`config.mk`:
```
export PLATFORM = sky130hd
export DESIGN_NAME = decoding_stage_controller
export DESIGN_NICKNAME = d
export VERILOG_FILES = /design/src/rtl/decoding_stage_controller.sv
export SDC_FILE = /design/constraint.sdc
export NUM_CORES = 1
export LEC_CHECK = 0
export ABC_AREA = 0
export CAP_MARGIN = 0
export CORE_MARGIN = 10
export CORE_UTILIZATION = 47
export CTS_CLUSTER_SIZE = 14
export DETAILED_ROUTE_END_ITERATION = 8
export PLACE_DENSITY_LB_ADDON = 0.1
export SLEW_MARGIN = 10
export SYNTH_ARGS = -nofsm -noshare
export SYNTH_HDL_FRONTEND = slang
export SYNTH_SLANG_ARGS = --single-unit
```
`constraint.sdc`:
```
create_clock -name clk_i -period 4.1 [get_ports clk_i]
set_clock_uncertainty 0.2 [all_clocks]
set_input_delay 0.615 -clock clk_i [delete_from_list [all_inputs] [get_ports clk_i]]
set_output_delay 0.615 -clock clk_i [all_outputs]
set_load 0.02 [all_outputs]
```
`src/rtl/decoding_stage_controller.sv`:
```
// Stage sequencer for the union-find decoding graph: accepts a syndrome,
// steps the graph through LOAD -> (GROW -> MERGE)* -> PEEL -> RESULT_VALID
// and hands the result to the consumer.
// Optional: define DECODE_CYCLE_COUNTER_EN to build the decode_cycles_o counter;
// without it decode_cycles_o is tied to zero.
//
// state         | meaning
// --------------+----------------------------------------------------------
// ST_IDLE       | waiting for a syndrome, meas_ready_o high
// ST_LOAD       | graph latches measurements (one cycle)
// ST_GROW       | clusters grow for GROW_CYCLES cycles
// ST_MERGE      | settle, then wait for !busy and decide on odd clusters
// ST_PEEL       | settle, then wait for !busy
// ST_RESULT     | result_valid_o high until result_ready_i
module decoding_stage_controller #(
    parameter int PU_COUNT      = 18,
    parameter int STAGE_WIDTH   = 3,
    parameter int GROW_CYCLES   = 1,
    parameter int SETTLE_CYCLES = 2,
    parameter int MAX_ITER      = 2 * PU_COUNT,
    localparam int ITER_W       = $clog2(MAX_ITER + 1)
) (
    input  logic                   clk_i,
    input  logic                   reset_i,            // asynchronous, active low
    input  logic                   meas_valid_i,
    output logic                   meas_ready_o,
    input  logic [PU_COUNT-1:0]    meas_in_i,
    output logic [PU_COUNT-1:0]    measurements_o,
    output logic [STAGE_WIDTH-1:0] stage_o,
    output logic                   global_stage_o,
    input  logic                   busy_i,
    input  logic                   odd_clusters_i,
    output logic                   result_valid_o,
    input  logic                   result_ready_i,
    output logic [ITER_W-1:0]      iteration_count_o,
    output logic                   timeout_o,
    output logic [15:0]            decode_cycles_o
);

    typedef enum logic [STAGE_WIDTH-1:0] {
        ST_IDLE   = STAGE_WIDTH'(0),
        ST_GROW   = STAGE_WIDTH'(1),
        ST_MERGE  = STAGE_WIDTH'(2),
        ST_PEEL   = STAGE_WIDTH'(3),
        ST_LOAD   = STAGE_WIDTH'(4),
        ST_RESULT = STAGE_WIDTH'(5)
    } stage_e;

    // Timer reloads are "cycles - 1" so the terminal count is zero.
    localparam logic [3:0]        GROW_RELOAD   = 4'(GROW_CYCLES - 1);
    localparam logic [3:0]        SETTLE_RELOAD = 4'(SETTLE_CYCLES - 1);
    localparam logic [ITER_W-1:0] ITER_MAX      = ITER_W'(MAX_ITER);
    localparam logic [ITER_W-1:0] ITER_LAST     = ITER_W'(MAX_ITER - 1);

    stage_e                stage_q, stage_d;
    logic   [3:0]          timer_q, timer_d;
    logic   [PU_COUNT-1:0] meas_q, meas_d;
    logic   [ITER_W-1:0]   iter_q, iter_d;
    logic                  timeout_q, timeout_d;
    logic                  gstage_q, gstage_d;
    logic                  rvalid_q, rvalid_d;

    // State and output registers.
    always_ff @(posedge clk_i or negedge reset_i) begin
        if (!reset_i) begin
            stage_q   <= ST_IDLE;
            timer_q   <= '0;
            meas_q    <= '0;
            iter_q    <= '0;
            timeout_q <= 1'b0;
            gstage_q  <= 1'b0;
            rvalid_q  <= 1'b0;
        end else begin
            stage_q   <= stage_d;
            timer_q   <= timer_d;
            meas_q    <= meas_d;
            iter_q    <= iter_d;
            timeout_q <= timeout_d;
            gstage_q  <= gstage_d;
            rvalid_q  <= rvalid_d;
        end
    end

    // Next-state logic; busy/odd_clusters only matter once the settle timer expires.
    always_comb begin
        stage_d   = stage_q;
        timer_d   = timer_q;
        meas_d    = meas_q;
        iter_d    = iter_q;
        timeout_d = timeout_q;
        case (stage_q)
            ST_IDLE: begin
                if (meas_valid_i) begin
                    meas_d    = meas_in_i;
                    iter_d    = '0;
                    timeout_d = 1'b0;
                    stage_d   = ST_LOAD;
                end
            end
            ST_LOAD: begin
                stage_d = ST_GROW;
                timer_d = GROW_RELOAD;
            end
            ST_GROW: begin
                if (timer_q == 4'd0) begin
                    stage_d = ST_MERGE;
                    timer_d = SETTLE_RELOAD;
                end else begin
                    timer_d = timer_q - 4'd1;
                end
            end
            ST_MERGE: begin
                if (timer_q != 4'd0) begin
                    timer_d = timer_q - 4'd1;
                end else if (!busy_i) begin
                    if (!odd_clusters_i) begin
                        stage_d = ST_PEEL;
                        timer_d = SETTLE_RELOAD;
                    end else if (iter_q < ITER_LAST) begin
                        iter_d  = iter_q + ITER_W'(1);
                        stage_d = ST_GROW;
                        timer_d = GROW_RELOAD;
                    end else begin
                        // Iteration budget exhausted with odd clusters left.
                        iter_d    = (iter_q < ITER_MAX) ? iter_q + ITER_W'(1) : iter_q;
                        timeout_d = 1'b1;
                        stage_d   = ST_PEEL;
                        timer_d   = SETTLE_RELOAD;
                    end
                end
            end
            ST_PEEL: begin
                if (timer_q != 4'd0) begin
                    timer_d = timer_q - 4'd1;
                end else if (!busy_i) begin
                    stage_d = ST_RESULT;
                end
            end
            ST_RESULT: begin
                if (result_ready_i) begin
                    stage_d = ST_IDLE;
                end
            end
            default: begin
                stage_d = ST_IDLE;
            end
        endcase
        gstage_d = (stage_d != stage_q) && (stage_d != ST_IDLE);
        rvalid_d = (stage_d == ST_RESULT);
    end

`ifdef DECODE_CYCLE_COUNTER_EN
    logic [15:0] dcyc_q, dcyc_d;

    // Decode-length counter: clears on accept, counts active stages, saturates.
    always_comb begin
        dcyc_d = dcyc_q;
        if (stage_q == ST_IDLE) begin
            if (meas_valid_i) begin
                dcyc_d = '0;
            end
        end else if (stage_q != ST_RESULT && dcyc_q != 16'hFFFF) begin
            dcyc_d = dcyc_q + 16'd1;
        end
    end

    // Decode-length counter register.
    always_ff @(posedge clk_i or negedge reset_i) begin
        if (!reset_i) begin
            dcyc_q <= '0;
        end else begin
            dcyc_q <= dcyc_d;
        end
    end

    assign decode_cycles_o = dcyc_q;
`else
    assign decode_cycles_o = '0;
`endif

    assign meas_ready_o      = reset_i && (stage_q == ST_IDLE);
    assign measurements_o    = meas_q;
    assign stage_o           = stage_q;
    assign global_stage_o    = gstage_q;
    assign result_valid_o    = rvalid_q;
    assign iteration_count_o = iter_q;
    assign timeout_o         = timeout_q;

endmodule

```
# After elaboration in Yosys (flattened, before gate mapping)
# Cells that the tools add are included.
# op_classes
n_addsub	2
magnitude_cmp	2
eq_ne	15
muxes	30
n_reduce_logical	12
# ops
cell	n
$mux W6	6
$mux W3	7
$pmux W3 S6	1
$mux W4	4
$pmux W4 S4	1
$lt A6 B6 Y1 const B	2
$ne A2 B2 Y1 const B	6
$pmux W6 S2	1
$reduce_and A6 Y1	2
$eq A3 B3 Y1 const B	3
$reduce_bool A4 Y1	2
$mux W1	7
$add A6 B1 Y6 const B	1
$eq A3 B2 Y1 const B	2
$ne A3 B3 Y1 const B	2
$logic_not A4 Y1	1
$mux W2	2
$sub A4 B1 Y4 const B	1
$eq A3 B1 Y1 const B	1
$logic_not A3 Y1	1
$ne A3 B3 Y1	1
$reduce_and A3 Y1	1
$reduce_bool A3 Y1	1
$logic_and A1 B1 Y1	2
other kinds (3)	3
# totals
ff_bits	34
out_inout_bits	47

# Logic depth before layout (Yosys ltp)
# Gate-level depths: netlist (run 1).
# logic_depth
word_depth	8
depth_mapped	6

# Least setup slack after synthesis (run 1)
# Ideal clock, no wire load.
# synth_path
path_type	register to register
startpoint	register timer_q[0]
endpoint	register gstage_q, in the netlist global_stage_o
setup_time_ns	0.124
arrival_ns	1.815
t_required_ns	3.776
slack_ns	1.961
path_stages_with_launch	7
synth_period_minus_slack_ns	2.139
cell_sequence	dfrtp_1 inv_1 ha_1 or3b_1 or3_1 a22o_1 a211o_1
# synth_between
elab_chain_cells	5
# synth_rtl
item	line	text
start: declaration	56	logic [3:0] timer_q, timer_d;
start signal: assignment	75	timer_q <= timer_d;
$reduce_bool A4 Y1 / $logic_not A4 Y1 (equally long branches)	113, 133, 105	
$mux W3 (on tied branches)	133, 105, 113	
$pmux W3 S6 (*)	91	case (stage_q)
via stage_d[1]	55	stage_e stage_q, stage_d;
$ne A3 B3 Y1 / $reduce_bool A3 Y1 (equally long branches)	148	gstage_d = (stage_d != stage_q) && (stage_d != ST_IDLE);
$logic_and A1 B1 Y1 (*)	148	
via gstage_d	60	logic gstage_q, gstage_d;
end signal: assignment	79	gstage_q <= gstage_d;
end: declaration	60	
# Mark *: on every way through the listed nets, which the timed path passes. The rest lies on a longest branch.
# A chain may end at the register's enable or synchronous reset.

# Worst setup path after layout (run 1)
# layout_path
startpoint	register stage_q[0], in the netlist stage_o[0]
endpoint	output port meas_ready_o
# layout_between
elab_chain_cells	2
# layout_rtl
item	line	text
start: declaration	55	
start signal: assignment	74	stage_q <= stage_d;
$logic_not A3 Y1	181	assign meas_ready_o = reset_i && (stage_q == ST_IDLE);
$logic_and A1 B1 Y1	181	
end: declaration	26	output logic meas_ready_o,
# Every way passes these cells.

==> results_dict.tcl, run 1 <==
set metrics [dict create \
    outcome "completed" \
    clkSinkCount 34 \
    setup.worst_path.start "stage_o[0]$_DFF_PN0_" \
    crit_path_start_kind "flop" \
    grt_pass1_vias 1361 \
    min_from "measurements_o[10]$_DFFE_PN0P_" \
    synth_mux_area_frac 0.00625 \
    cts_root_buf "clkbuf_8" \
    maxSlewHeadroom 0.491 \
    die_y_um 81.9 \
    critical-path-max-stage-delay_ns 0.61 \
    synth-edff-count 0 \
    clk_pin_slew_worst_paths_ns 0.06 \
    synthAdderAreaFrac 0.0208 \
    viasPerCell 5.07 \
    grt_usage 0.119 \
    hold_path_class "flop to flop" \
    power.density_mw_per_mm2 688 \
    chipWidth_um 81.9 \
    path_class "flop to output pin" \
    finalSetupViolations 0 \
    vias 1555 \
    setup_tns_ns 0 \
    antenna_found_initial 0 \
    ys_ff_latch 34 \
    grt_pass1_wl_um 6310 \
    numCtsBuffers 5 \
    leakage_nw 1.10 \
    grt_overflow 0 \
    netlist_instances 204 \
    crit_fanout 16 \
    htree_levels 2 \
    drive_gt1_frac 0.0579 \
    ir_drop_mv 0.317 \
    clk_latency_ns 0.28 \
    synth_xor_area_frac 0 \
    cts_hold_buf 0 \
    reg2reg_from "timer_q[0]$_DFFE_PN0P_" \
    yosysTopAreaCell "dfrtp_1" \
    place.gp.congestion 0.858 \
    ant_nets 0 \
    core_area_mm2 0.00369 \
    yosys.area_share.simple 0.277 \
    synth_top_family_by_area "simple AND/OR/NAND/NOR gates" \
    rsz0062_at_grt "false" \
    dpl.hpwl_um 3250 \
    synth_warnings 0 \
    cp-endpoint "meas_ready_o" \
    reg2regPathDepth 6 \
    crit_required_ns 3.28 \
    num_antenna_cells 0 \
    synth_seq_area_share 0.472 \
    fin_crit_sh 0.659 \
    fmax_mhz 370 \
    worst_pin_slew_ns 0.761 \
    cp.arrival_ns 1.89 \
    avgSynthCellArea_um2 8.83 \
    totalWireLength_um 4190 \
    hold_viol_final 0 \
    nNetsFinal 286 \
    cts_setup_buffers 0 \
    synth.distinct_cells 40 \
    io_pins 71 \
    synthArstFlopShare 1.00 \
    row_count 22 \
    drt_iter0_drc 103 \
    cts_tree "done" \
    die-area_mm2 0.00671 \
    final_util 0.654 \
    start_util 0.488 \
    cp-end-kind "output pin" \
    cts_max_path_buffers 2 \
    synth_top_cell_area_share 0.472 \
    synth_area_leaders "dfrtp_1 47%, nand2_1 13%, buf_4 6.7%, ha_1 2.1%, nor2_1 2.1%" \
    reg2reg_to "global_stage_o$_DFF_PN0_" \
    syn_area_mm2 0.00180 \
    synth_compound_area_frac 0.130 \
    dr.pass1.iters 4 \
    cap_violations 0 \
    cpMaxStageDelayCell "clkdlybuf4s50_1" \
    io_buffers 54 \
    area_growth_pct 33.9 \
    power_mw 1.66 \
    grt_max_degree 35 \
    path_cells "nor3_1 -> and2_1 -> clkdlybuf4s50_1" \
    wl_per_cell_um 13.7 \
    drc_errors 0 \
    reg2reg_slack_ns 1.81 \
    maxSlewViolCount 0 \
    min_period_ns 2.70 \
    synthFlopType "dfrtp_1" \
    post_cts_resized 0 \
]
==> per-layer routing <==
layer,vias to the layer above,part of all wire,global-route usage
li1,775,-,-
met1,719,0.41,0.140
met2,55,0.45,0.182
met3,6,0.13,0.0655
met4,0,0.0076,0.0357
met5,-,0,0
==> synthesized netlist by cell type (all sizes together) (3+ instances only) <==
cell type / instances
nand2: 62
dfrtp: 34
buf: 16
nor2: 10
clkbuf: 7
a21oi: 6
inv: 5
nor3b: 5
nand3: 4
nor3: 4
o41ai: 4
a31oi: 3
ha: 3
nand2b: 3
o211ai: 3
o21ai: 3
o31ai: 3
or2: 3
or3: 3
==> where the power goes <==
part	internal, mW	switching, mW
clock network	0.117	0.102
registers	0.459	0.117
logic	0.392	0.471
total	0.968	0.690
==> worst min path at each step <==
| stage | endpoint | slack (ns) | cells past startpoint |
|---|---|---|---|
| 2_1_floorplan | global_stage_o$_DFF_PN0_ | 0.12 | 0 |
| 3_3_place_gp | measurements_o[2]$_DFFE_PN0P_ | 0.26 | 2 |
| 3_5_place_dp | measurements_o[6]$_DFFE_PN0P_ | 0.26 | 2 |
| 4_1_cts | measurements_o[10]$_DFFE_PN0P_ | 0.28 | 2 |
| 5_1_grt | measurements_o[2]$_DFFE_PN0P_ | 0.29 | 2 |
| 6_report | measurements_o[10]$_DFFE_PN0P_ | 0.27 | 2 |
==> layout by cell type (no fill, tap or decap), drive strengths merged, types with 3 or more instances in the layout <==
master	count
nand2	62
clkdlybuf4s50	54
dfrtp	34
conb	16
nor2	10
clkbuf	7
a21oi	6
inv	5
nor3b	5
o41ai	4
nand3	4
nor3	4
nand2b	3
or2	3
o21ai	3
o211ai	3
a31oi	3
o31ai	3
ha	3
or3	3
==> worst max-delay path, delay by kind of cell, from the launching register on <==
kind / cells / cell delay [ns]
buffers and inverters: 1 / 0.61
flip-flops: 1 / 0.56
AND/OR/NAND/NOR: 2 / 0.44
==> through the flow <==
stage	hold WS [ns]	cells	instance area [µm²]	setup slack, ns
6_report	0.272	307	2410	1.40
5_1_grt	0.293	307	2410	1.29
4_1_cts	0.277	307	2410	1.36
3_5_place_dp	0.263	300	2340	1.39
3_3_place_gp	0.257	300	2340	1.45
2_1_floorplan	0.119	219	1860	1.96
==> logic make-up (layout without fill, tap and decap cells) <==
family,count (synthesis),count (layout)
other,1,16
AOI/OAI and AO/OA,33,33
DFF,34,34
muxes,1,1
adders and majority gates,3,3
and+or+nand+nor,104,104
buffers and inverters,28,68
==> final cells by class <==
| class | instances | area (µm²) |
|---|---|---|
| fillers | 322 | 1280 |
| repair buffers | 56 | 556 |
| inverters | 5 | 18.8 |
| clock buffers | 7 | 76.3 |
| flip-flops and latches | 34 | 851 |
| well taps | 48 | 60.1 |
| multi-input cells | 157 | 851 |
==> sequential cells by signal, summed over array words and instances, names as in the netlist <==
signal,count
global_stage_o,1
iteration_count_o,6
measurements_o,18
result_valid_o,1
stage_o,3
timeout_o,1
timer_q,4
(Power assumes the default switching activity.)
==> run 2, diff against run 1 <==
CORE_UTILIZATION = 39   (was 47)
clock period = 2.35 ns   (was 4.1 ns; I/O delays follow)
==> run 2 against run 1 <==
Against the previous run: utilization is 8.3 points lower; sequential share of layout area shrank 1.5 points; cell count up 4.9%; total power grew 86%; largest power group unchanged; via count is 2.5% higher; critical path depth grew 3; routed wire length rose by 12%; die area increased by 15%; clock power up 100%; combinational power grew 96%; sequential power grew 65%.
==> results_dict.tcl, run 2 (synthesized netlist as in run 1, its figures left out) <==
set metrics [dict create \
    outcome "completed" \
    cap_violations 0 \
    hold_viol_final 0 \
    finalSetupViolations 0 \
    dpl.hpwl_um 3580 \
    hold_slack_ns 0.274 \
    grt_max_degree 35 \
    p_sw_frac 0.413 \
    setup.worst_path.start "timer_q[0]$_DFFE_PN0P_" \
    switchingPower_mw 1.27 \
    multiInputGateArea_um2 861 \
    post_cts_resized 0 \
    clk_latency_ns 0.28 \
    fin_crit_sh 0.956 \
    reg2reg_from "timer_q[0]$_DFFE_PN0P_" \
    power.density_mw_per_mm2 1220 \
    cts_setup_buffers 0 \
    viasPerCell 4.95 \
    path_class "flop to flop" \
    grt_usage 0.123 \
    crit_required_ns 2.32 \
    cp.arrival_ns 2.22 \
    num_antenna_cells 0 \
    nNetsFinal 296 \
    crit_fanout 5 \
    grt_overflow 0 \
    io_pins 71 \
    drive_gt1_frac 0.119 \
    die_y_um 88.0 \
    wl_per_cell_um 14.6 \
    min_period_ns 2.25 \
    grt_pass1_vias 1612 \
    final_util 0.571 \
    core_area_mm2 0.00441 \
    chipWidth_um 88.0 \
    die-area_mm2 0.00774 \
    htree_levels 2 \
    top_usage_layer "met2" \
    cts_tree "done" \
    hold_path_class "flop to flop" \
    drt_iter0_drc 66 \
    area_growth_pct 40.0 \
    hold_depth 2 \
    pwr-share-clk 0.143 \
    use_met3 0.0529 \
    reg2regPathDepth 6 \
    seqCellArea_um2 852 \
    grt_pass1_wl_um 7710 \
    p_seq_frac 0.308 \
    clk_pin_slew_worst_paths_ns 0.07 \
    clkSinkCount 34 \
    use_met1 0.142 \
    crit_path_start_kind "flop" \
    reg2reg_to "global_stage_o$_DFF_PN0_" \
    cts_max_path_buffers 2 \
    ant_nets 0 \
    vias 1594 \
    cp-endpoint "global_stage_o$_DFF_PN0_" \
    final_common_cell "nand2_1" \
    fmax_mhz 445 \
    totalWireLength_um 4690 \
    cts_root_buf "clkbuf_8" \
    io_buffers 54 \
    globalRouteMet2Util 0.202 \
    intPower_mw 1.81 \
    ir_drop_mv 0.564 \
    mostFrequentLayoutCells "62 x nand2_1, 54 x clkdlybuf4s50_1, 33 x dfrtp_1" \
    row_count 24 \
    leakage_nw 1.16 \
    maxSlewViolCount 0 \
    filler_cell_count 408 \
    reg2reg_slack_ns 0.10 \
    start_util 0.408 \
    cp-end-kind "flop" \
    largest_reg_flops 18 \
    drc_errors 0 \
    numCtsBuffers 5 \
    dr.pass1.iters 4 \
    antenna_found_initial 0 \
    cts_hold_buf 0 \
    setup_tns_ns 0 \
    place.gp.congestion 0.863 \
    comb_power_share 0.549 \
    rsz0062_at_grt "false" \
]
[run 2: power by group through the flow]
| stage | Combinational (mW) | Sequential [mW] | Clock [mW] |
|---|---|---|---|
| 6_report | 1.69 | 0.951 | 0.441 |
| 5_1_grt | 1.85 | 0.980 | 0.501 |
| 4_1_cts | 1.70 | 0.944 | 0.463 |
| 3_5_place_dp | 1.69 | 0.957 | 0 |
| 3_3_place_gp | 1.68 | 0.947 | 0 |
| 2_1_floorplan | 0.745 | 1.18 | 0 |
[run 2: area by class of cell]
cell class                      instances  area share
Multi-Input combinational cell        157       0.341
Sequential cell                        34       0.338
Timing Repair Buffer                   66       0.250
Clock buffer                            6      0.0327
Tap cell                               52      0.0258
Inverter                                5     0.00744
Clock inverter                          2     0.00496
[run 2: worst min path at each step]
stage	from	end	slack (ns)
after detailed placement	measurements_o[13]$_DFFE_PN0P_	measurements_o[13]$_DFFE_PN0P_	0.26
final	measurements_o[14]$_DFFE_PN0P_	measurements_o[14]$_DFFE_PN0P_	0.27
after floorplan	reset_i	global_stage_o$_DFF_PN0_	-0.14
after CTS	measurements_o[12]$_DFFE_PN0P_	measurements_o[12]$_DFFE_PN0P_	0.28
after global placement	measurements_o[2]$_DFFE_PN0P_	measurements_o[2]$_DFFE_PN0P_	0.26
after global routing	measurements_o[9]$_DFFE_PN0P_	measurements_o[9]$_DFFE_PN0P_	0.30
[run 2: per-layer routing]
metal | share of wire | wire [µm]
met2 | 0.48 | 2240
met1 | 0.43 | 2010
met5 | 0 | 0
met4 | 0.0098 | 46
met3 | 0.084 | 396
[run 2: per-stage QoR]
| step | cell area (µm²) | total power, mW | setup WS [ns] | cells |
|---|---|---|---|---|
| after CTS | 2510 | 3.11 | 0.0104 | 322 |
| after detailed placement | 2420 | 2.65 | 0.0929 | 314 |
| after global placement | 2420 | 2.63 | 0.151 | 314 |
| after floorplan | 1860 | 1.92 | 0.211 | 219 |
| final | 2520 | 3.08 | 0.103 | 322 |
| after global routing | 2520 | 3.33 | 0.00211 | 322 |
[run 2: worst max-delay path, cell delays in order, from the launching register on]
cell	delay, ns
dfrtp_1	0.39
inv_1	0.11
ha_2	0.20
or3b_4	0.41
or3_1	0.36
a22o_1	0.21
a211o_1	0.25
